$ cat src/rtl/sum_accum_core_if.sv
// Operand/result stream bundle for sum_accum_core: operand beat in, registered result out.
interface sum_accum_core_if #(
  parameter int WIDTH = 8,
  parameter int ACC_W = 16
);
  logic             in_valid;
  logic             in_ready;
  logic [WIDTH-1:0] in_a;
  logic [WIDTH-1:0] in_b;
  logic [1:0]       in_mode;
  logic             out_valid;
  logic             out_ready;
  logic [ACC_W-1:0] out_data;

  modport master (
    output in_valid, in_a, in_b, in_mode, out_ready,
    input  in_ready, out_valid, out_data
  );

  modport slave (
    input  in_valid, in_a, in_b, in_mode, out_ready,
    output in_ready, out_valid, out_data
  );
endinterface

$ cat src/rtl/sum_accum_core.sv
// Two-operand adder/accumulator with four per-beat modes, one registered output stage,
// sticky overflow flag and saturating accepted-beat counter.
module sum_accum_core #(
  parameter int WIDTH = 8,
  parameter int ACC_W = 16,
  parameter int CNT_W = 8
) (
  input  logic             clk,
  input  logic             rst,
  input  logic             clear,
  sum_accum_core_if.slave  bus,
  output logic             ovf,
  output logic [CNT_W-1:0] count
);
  generate
    if (ACC_W < WIDTH + 1) begin : g_bad_width
      $error("sum_accum_core: ACC_W must be at least WIDTH+1");
    end
  endgenerate

  localparam logic [1:0] M_ADD = 2'd0, M_ADD_SAT = 2'd1, M_ACC = 2'd2, M_ACC_SAT = 2'd3;

  logic             out_valid_q;
  logic [ACC_W-1:0] out_data_q;
  logic [ACC_W-1:0] acc;

  logic             accept;
  logic [WIDTH:0]   s;
  logic [ACC_W-1:0] acc_base;
  logic [ACC_W:0]   acc_sum;
  logic [ACC_W-1:0] res;
  logic [ACC_W-1:0] acc_nxt;
  logic             beat_ovf;
  logic             ovf_base;
  logic [CNT_W-1:0] cnt_base;

  assign bus.in_ready  = !out_valid_q || bus.out_ready;
  assign bus.out_valid = out_valid_q;
  assign bus.out_data  = out_data_q;
  assign accept        = bus.in_valid && bus.in_ready;

  // clear takes effect before a same-cycle beat, so the beat sees zeroed state
  assign acc_base = clear ? '0 : acc;
  assign ovf_base = clear ? 1'b0 : ovf;
  assign cnt_base = clear ? '0 : count;

  always_comb begin
    s        = {1'b0, bus.in_a} + {1'b0, bus.in_b};
    acc_sum  = {1'b0, acc_base} + (ACC_W+1)'(s);
    res      = '0;
    beat_ovf = 1'b0;
    acc_nxt  = acc_base;
    case (bus.in_mode)
      M_ADD: res = ACC_W'(s);
      M_ADD_SAT: begin
        if (s[WIDTH]) begin
          res      = ACC_W'({WIDTH{1'b1}});
          beat_ovf = 1'b1;
        end else begin
          res = ACC_W'(s);
        end
      end
      M_ACC: begin
        res      = acc_sum[ACC_W-1:0];
        beat_ovf = acc_sum[ACC_W];
        acc_nxt  = acc_sum[ACC_W-1:0];
      end
      M_ACC_SAT: begin
        if (acc_sum[ACC_W]) begin
          res      = '1;
          beat_ovf = 1'b1;
        end else begin
          res = acc_sum[ACC_W-1:0];
        end
        acc_nxt = res;
      end
      default: res = '0;
    endcase
  end

  always_ff @(posedge clk) begin
    if (rst) begin
      out_valid_q <= 1'b0;
      out_data_q  <= '0;
      acc         <= '0;
      ovf         <= 1'b0;
      count       <= '0;
    end else begin
      if (accept) begin
        out_valid_q <= 1'b1;
        out_data_q  <= res;
        acc         <= acc_nxt;
        ovf         <= ovf_base | beat_ovf;
        count       <= (&cnt_base) ? cnt_base : cnt_base + 1'b1;
      end else begin
        if (bus.out_ready) out_valid_q <= 1'b0;
        acc   <= acc_base;
        ovf   <= ovf_base;
        count <= cnt_base;
      end
    end
  end
endmodule

$ cat src/flat_wrapper.sv
// flat-port wrapper written by rule: the top's interface ports become plain ports
module sum_accum_core_flat 
#(
  parameter int WIDTH = 8,
  parameter int ACC_W = 16,
  parameter int CNT_W = 8
)
  (clk, rst, clear, ovf, count, bus_in_valid, bus_in_a, bus_in_b, bus_in_mode, bus_out_ready, bus_in_ready, bus_out_valid, bus_out_data);
  sum_accum_core_if #(.WIDTH(WIDTH), .ACC_W(ACC_W)) bus_i ();
  input  logic clk;
  input  logic rst;
  input  logic clear;
  output logic ovf;
  output logic [CNT_W-1:0] count;
  input wire logic [$bits(bus_i.in_valid)-1:0] bus_in_valid;
  input wire logic [$bits(bus_i.in_a)-1:0] bus_in_a;
  input wire logic [$bits(bus_i.in_b)-1:0] bus_in_b;
  input wire logic [$bits(bus_i.in_mode)-1:0] bus_in_mode;
  input wire logic [$bits(bus_i.out_ready)-1:0] bus_out_ready;
  output wire logic [$bits(bus_i.in_ready)-1:0] bus_in_ready;
  output wire logic [$bits(bus_i.out_valid)-1:0] bus_out_valid;
  output wire logic [$bits(bus_i.out_data)-1:0] bus_out_data;
  assign bus_i.in_valid = bus_in_valid;
  assign bus_i.in_a = bus_in_a;
  assign bus_i.in_b = bus_in_b;
  assign bus_i.in_mode = bus_in_mode;
  assign bus_i.out_ready = bus_out_ready;
  assign bus_in_ready = bus_i.in_ready;
  assign bus_out_valid = bus_i.out_valid;
  assign bus_out_data = bus_i.out_data;
  sum_accum_core #(.WIDTH(WIDTH), .ACC_W(ACC_W), .CNT_W(CNT_W)) u_core (.clk(clk), .rst(rst), .clear(clear), .bus(bus_i), .ovf(ovf), .count(count));
endmodule
$ cat config.mk
export PLATFORM = sky130hd
export DESIGN_NAME = sum_accum_core_flat
export DESIGN_NICKNAME = d
export VERILOG_FILES = /design/src/rtl/sum_accum_core_if.sv /design/src/rtl/sum_accum_core.sv /design/src/flat_wrapper.sv
export SDC_FILE = /design/constraint.sdc
export NUM_CORES = 1
export LEC_CHECK = 0
export BUFFER_PORTS_ARGS = -buffer_cell sky130_fd_sc_hd__buf_2
export CAP_MARGIN = 15
export CORE_AREA = 2 2 93 95
export CTS_BUF_LIST = sky130_fd_sc_hd__clkbuf_16
export CTS_CLUSTER_SIZE = 40
export DETAILED_ROUTE_END_ITERATION = 12
export DIE_AREA = 0 0 95 97
export PLACE_DENSITY = 0.6
export SLEW_MARGIN = 25
export SYNTH_ARGS = -nofsm -noshare
export SYNTH_HDL_FRONTEND = slang
export SYNTH_SLANG_ARGS = --single-unit
export TNS_END_PERCENT = 100
$ cat constraint.sdc
create_clock -name clk -period 9.7 [get_ports clk]
set_input_delay 0.97 -clock clk [delete_from_list [all_inputs] [get_ports clk]]
set_output_delay 0.97 -clock clk [all_outputs]
set_load 0.03 [all_outputs]
# Word-level counts from Yosys, hierarchy flattened
# Cells that the tools add are included.
# totals
ff_bits	42
latchBits	0
mem_bits_rw	0
mem_bits_ro	0
inputBits	23
out_inout_bits	27
memories	0
# classes
addsub	3
n_mul	0
div	0
n_lt_le_gt_ge	0
eq_ne	3
n_shift	0
muxes	16
bitwise_logic	1
n_reduce_logical	6
# op_table
operator	count
$pmux W16 S4	1
$mux W16	3
$mux W8	4
$pmux W16 S2	1
$add A16 B9 Y17	1
$add A8 B8 Y9	1
$add A8 B1 Y8 const B	1
$reduce_and A8 Y1	1
$mux W1	6
$eq A2 B2 Y1 const B	2
$pmux W1 S3	1
$eq A2 B1 Y1 const B	1
$logic_not A2 Y1	1
$reduce_bool A2 Y1	1
$logic_and A1 B1 Y1	1
$logic_not A1 Y1	1
$logic_or A1 B1 Y1	1
$or A1 B1 Y1	1

# Depth between registers and ports, before layout
# logic_depth
depth_word	6
ltp_mapped	15
depth_no_buf	13

# Worst setup path before layout
# No wires, ideal clock.
# synth_path
path_type	input -> register
startpoint	in bus_in_b[0]
endpoint	reg u_core.out_data_q[15], in the netlist u_core.bus.out_data[15]
t_arrival_ns	3.949
required_ns	9.580
setup_slack_ns	5.632
cell_stages	13
n_path_buf	0
cell_sequence	ha_1 > fa_1 > a211oi_1 > o21bai_1 > a21oi_1 > xnor2_1 > ha_1 > a21o_2 > a211oi_1 > o31a_1 > or4_1 > mux2i_1 > a211o_1
# synth_via
elab_chain_len	4
# synth_rtl
item	line	rtl
from (decl)	flat_wrapper.sv:17	input wire logic [$bits(bus_i.in_b)-1:0] bus_in_b;
$add A8 B8 Y9 (*)	sum_accum_core.sv:48	s = {1'b0, bus.in_a} + {1'b0, bus.in_b};
$add A16 B9 Y17 (*)	sum_accum_core.sv:49	acc_sum = {1'b0, acc_base} + (ACC_W+1)'(s);
$mux W16	sum_accum_core.sv:69	if (acc_sum[ACC_W]) begin
$pmux W16 S4 (*)	sum_accum_core.sv:53	case (bus.in_mode)
to (signal assigned)	sum_accum_core.sv:91	out_data_q <= res;
to (decl)	sum_accum_core.sv:24	logic [ACC_W-1:0] out_data_q;
# Mark *: on every way between the ends. The rest lies on a longest branch, timed or not.
# A chain may end at the register's enable or synchronous reset.

# Final worst setup path
# layout_path
startpoint	in bus_in_b[0]
endpoint	reg u_core.acc[11]
# layout_via
elab_chain_len	5
# layout_rtl
item	line	rtl
$add A8 B8 Y9 (*)	sum_accum_core.sv:48	
$add A16 B9 Y17 (*)	sum_accum_core.sv:49	
$mux W16	sum_accum_core.sv:69	
$pmux W16 S2 (*)	sum_accum_core.sv:53	
$mux W16 (*)	sum_accum_core.sv:89	if (accept) begin
to (signal assigned)	sum_accum_core.sv:92	acc <= acc_nxt;
to (signal assigned)	sum_accum_core.sv:97	acc <= acc_base;
to (decl)	sum_accum_core.sv:25	logic [ACC_W-1:0] acc;
# Marked as above.

==> insert_results.sql <==
INSERT INTO impl_metrics (metric_group, metric, value, unit) VALUES
('power_and_ir_drop', 'power.clock.fraction', '38.4', '%'),
('sta', 'clock.fmax', '0.233', 'GHz'),
('synthesis', 'async_reset_ff_share', '0', '%'),
('synthesis', 'synth-edff-count', '0', ''),
('sta', 'worst_hold_slack', '0.458', 'ns'),
('setup_path', 'arrival', '4.42', 'ns'),
('setup_path', 'criticalPathCategory', 'input pin to flip-flop', ''),
('sta', 'hold_violations', '0', ''),
('global_routing', 'grt_usage', '16.1', '%'),
('sta', 'totalNegativeSetupSlack', '0', 'ns'),
('detailed_routing', 'ant_nets', '0', ''),
('cells_and_area', 'drive_gt1_share', '15.9', '%'),
('die', 'placement_rows', '33', ''),
('power_and_ir_drop', 'pint', '0.342', 'mW'),
('detailed_routing', 'routed_wl', '7180', 'um'),
('clock_tree', 'postCtsSetupRepairBufs', '0', ''),
('detailed_routing', 'post-route-drc-count', '0', ''),
('setup_path', 'critical-path-max-stage-delay', '0.60', 'ns'),
('sta', 'relSlewSlack', '48.5', '%'),
('cells_and_area', 'areaGrowthSynthToFinish', '17.1', '%'),
('clock_tree', 'clk_root_buffer_cell', 'clkbuf_16', ''),
('run_status', 'result_of_the_run', 'completed', ''),
('detailed_routing', 'drt-wirelength-per-cell', '14.3', 'um'),
('die', 'die-width', '95', 'um'),
('power_and_ir_drop', 'vdd.ir_drop.worst', '61.7', 'uV'),
('clock_tree', 'clock_sinks', '42', ''),
('detailed_routing', 'route.detailed.vias_per_inst', '5.38', ''),
('cells_and_area', 'design.final.nets', '438', ''),
('die', 'dieHeight', '97', 'um'),
('die', 'start_util', '34.8', '%'),
('power_and_ir_drop', 'power_leakage', '1.43', 'nW'),
('sta', 'timing.final.crit_period', '4.29', 'ns'),
('detailed_routing', 'vias', '2697', ''),
('setup_path', 'path_max_fanout', '9', ''),
('sta', 'fin_skew', '0.00633', 'ns'),
('clock_tree', 'total_cts_buffers', '5', ''),
('cells_and_area', 'combined_area_of_the_multi_input_logic_cells', '0.00190', 'mm^2'),
('cells_and_area', 'seq_area', '841', 'um^2'),
('clock_tree', 'clock_insertion_delay_worst_skew', '0.28', 'ns'),
('power_and_ir_drop', 'sequentialPowerShare', '37.8', '%'),
('synthesis', 'syn-num-nets', '396', ''),
('clock_tree', 'post_cts_resize_count', '0', ''),
('power_and_ir_drop', 'power_frac_comb', '23.7', '%'),
('global_routing', 'grt_pass1_vias', '2527', ''),
('power_and_ir_drop', 'power.net_switching', '0.140', 'mW'),
('setup_path', 'critPathSlowestCell', 'a2111oi_1', ''),
('place', 'place.detailed.hpwl', '5240', 'um'),
('sta', 'final_min_period_over_clock_period', '44.2', '%'),
('die', 'dieArea', '0.00922', 'mm^2'),
('place', 'preCtsSetupSlack', '5.15', 'ns'),
('worst_hold_path', 'holdCritPathClass', 'flip-flop to flip-flop', ''),
('synthesis', 'synth.cell_area', '0.00283', 'mm^2'),
('synthesis', 'ys_types', '57', ''),
('global_routing', 'grt_antenna_before_repair', '0', ''),
('clock_tree', 'tritoncts', 'yes', ''),
('setup_path', 'timing.critical_path.mode_cell', 'ha_1', ''),
('die', 'boundaryPins', '50', ''),
('synthesis', 'syn_area_per_cell', '8.02', 'um^2'),
('place', 'placement.cell_area', '0.00315', 'mm^2'),
('clock_tree', 'hold_buffers', '0', ''),
('place', 'place.port_buffers', '49', ''),
('detailed_routing', 'firstDrtPassIters', '4', ''),
('sta', 'grt_setup_unrepaired', 'false', ''),
('synthesis', 'dominantRegCellSynth', 'dfxtp_1', ''),
('place', 'place.detailed.instances', '493', ''),
('clock_tree', 'worst_setup_hold_path_clk_slew', '0.06', 'ns'),
('die', 'core_region_area', '0.00813', 'mm^2'),
('place', 'finalWeightedCongestion', '0.849', ''),
('sta', 'final_max_slew_viol_count', '0', ''),
('setup_path', 'required', '9.83', 'ns'),
('global_routing', 'overflow', '0', '');
-- per-stage QoR --
stage / total power [mW] / utilization (%)
after global placement: 0.300 / 38.8
after global routing: 0.508 / 40.8
after floorplan: 0.272 / -
final: 0.483 / 40.8
after detailed placement: 0.300 / 38.8
after CTS: 0.486 / 40.8
-- power by group through the flow --
stage	clock, mW	combinational (mW)	sequential, mW
after detailed placement	0	0.114	0.186
final	0.185	0.115	0.183
after CTS	0.189	0.115	0.183
after global placement	0	0.113	0.187
after global routing	0.197	0.128	0.183
after floorplan	0	0.0758	0.196
-- Yosys cell counts, types with 2 or more instances --
library cell / instances / area share (%)
nor4_1: 6 / 1.3
a21oi_1: 20 / 3.5
nor2b_1: 19 / 4.2
nand3_1: 11 / 1.9
a211o_1: 3 / 0.93
o21bai_1: 2 / 0.53
a21o_1: 7 / 1.9
a311oi_1: 6 / 1.9
o21ai_1: 3 / 0.53
nand2b_1: 13 / 2.9
mux2i_1: 3 / 1.1
a2111oi_1: 2 / 0.71
nor3_1: 20 / 3.5
and3_1: 8 / 1.8
clkbuf_1: 12 / 1.6
buf_2: 2 / 0.35
a31o_2: 2 / 0.62
xor2_1: 5 / 1.5
nand4_1: 2 / 0.44
inv_1: 10 / 1.3
xnor2_1: 12 / 3.7
a211oi_1: 6 / 1.6
nand2_1: 25 / 3.3
dfxtp_1: 42 / 30
fa_1: 2 / 1.4
or3_1: 4 / 0.88
o31a_1: 2 / 0.62
and4_1: 2 / 0.62
nor2_1: 40 / 5.3
o31ai_1: 2 / 0.53
and2_1: 4 / 0.88
a2111oi_2: 2 / 1.1
ha_1: 18 / 8.0
a31oi_1: 3 / 0.66
o211ai_1: 3 / 0.80
o21ai_0: 9 / 1.6
-- critical path: cells and delay by family --
kind / cells / cell delay (ns)
and+or+nand+nor: 4 / 0.87
adders and majority gates: 3 / 0.93
buffers and inverters: 2 / 0.16
AOI/OAI and AO/OA: 5 / 1.47
-- metal layers --
layer / vias to the layer above / track usage (%) / part of all wire [%]
met5: - / 0 / 0
met4: 0 / 5.46 / 1.5
met3: 7 / 3.27 / 6.1
met2: 84 / 25.2 / 47
met1: 1238 / 21.9 / 46
li1: 1368 / - / -
-- logic make-up (layout without fill, tap and decap cells) --
kind of cell | after synthesis | count (layout) | synth area share (%)
and+or+nand+nor | 163 | 163 | 29.6
muxes | 5 | 5 | 1.86
buffers and inverters | 24 | 67 | 3.27
xor gates and xnor gates | 17 | 17 | 5.26
AOI/OAI and AO/OA | 82 | 82 | 21.0
adders and majority gates | 20 | 20 | 9.37
DFF | 42 | 42 | 29.7
-- state kept, by name (all words and copies together), names as in the netlist --
name                  count
u_core.acc               16
u_core.ovf                1
u_core.count              8
u_core.bus.out_data      16
u_core.bus.out_valid      1
-- layout by cell type (no fill, tap or decap), drive strengths merged, types with 11 or more instances in the layout --
cell type,n
xnor2,12
nand2b,13
nor2,40
o21ai,12
nand2,25
dfxtp,42
inv,12
nand3,11
buf,49
nor2b,19
ha,18
a21oi,20
nor3,20
-- final cells by class --
class / instances / share of cell area, %
clock buffer: 5 / 3.77
clock inverter: 3 / 1.13
timing repair buffer: 49 / 7.40
multi-input combinational: 287 / 57.2
tap: 105 / 3.96
inverter: 10 / 1.13
sequential: 42 / 25.4
-- path summary, 6_finish.rpt --
path	end	slack [ns]	from	cells past startpoint
setup / recovery	u_core.acc[11]	5.41	bus_in_b[0]	14
hold / removal	u_core.bus.out_data[12]	0.46	u_core.bus.out_data[12]	1
hold reg to reg	u_core.bus.out_data[12]	0.46	u_core.bus.out_data[12]	1
setup reg to reg	u_core.bus.out_data[9]	6.71	u_core.acc[0]	9
Power figures use the tool's default switching activity.
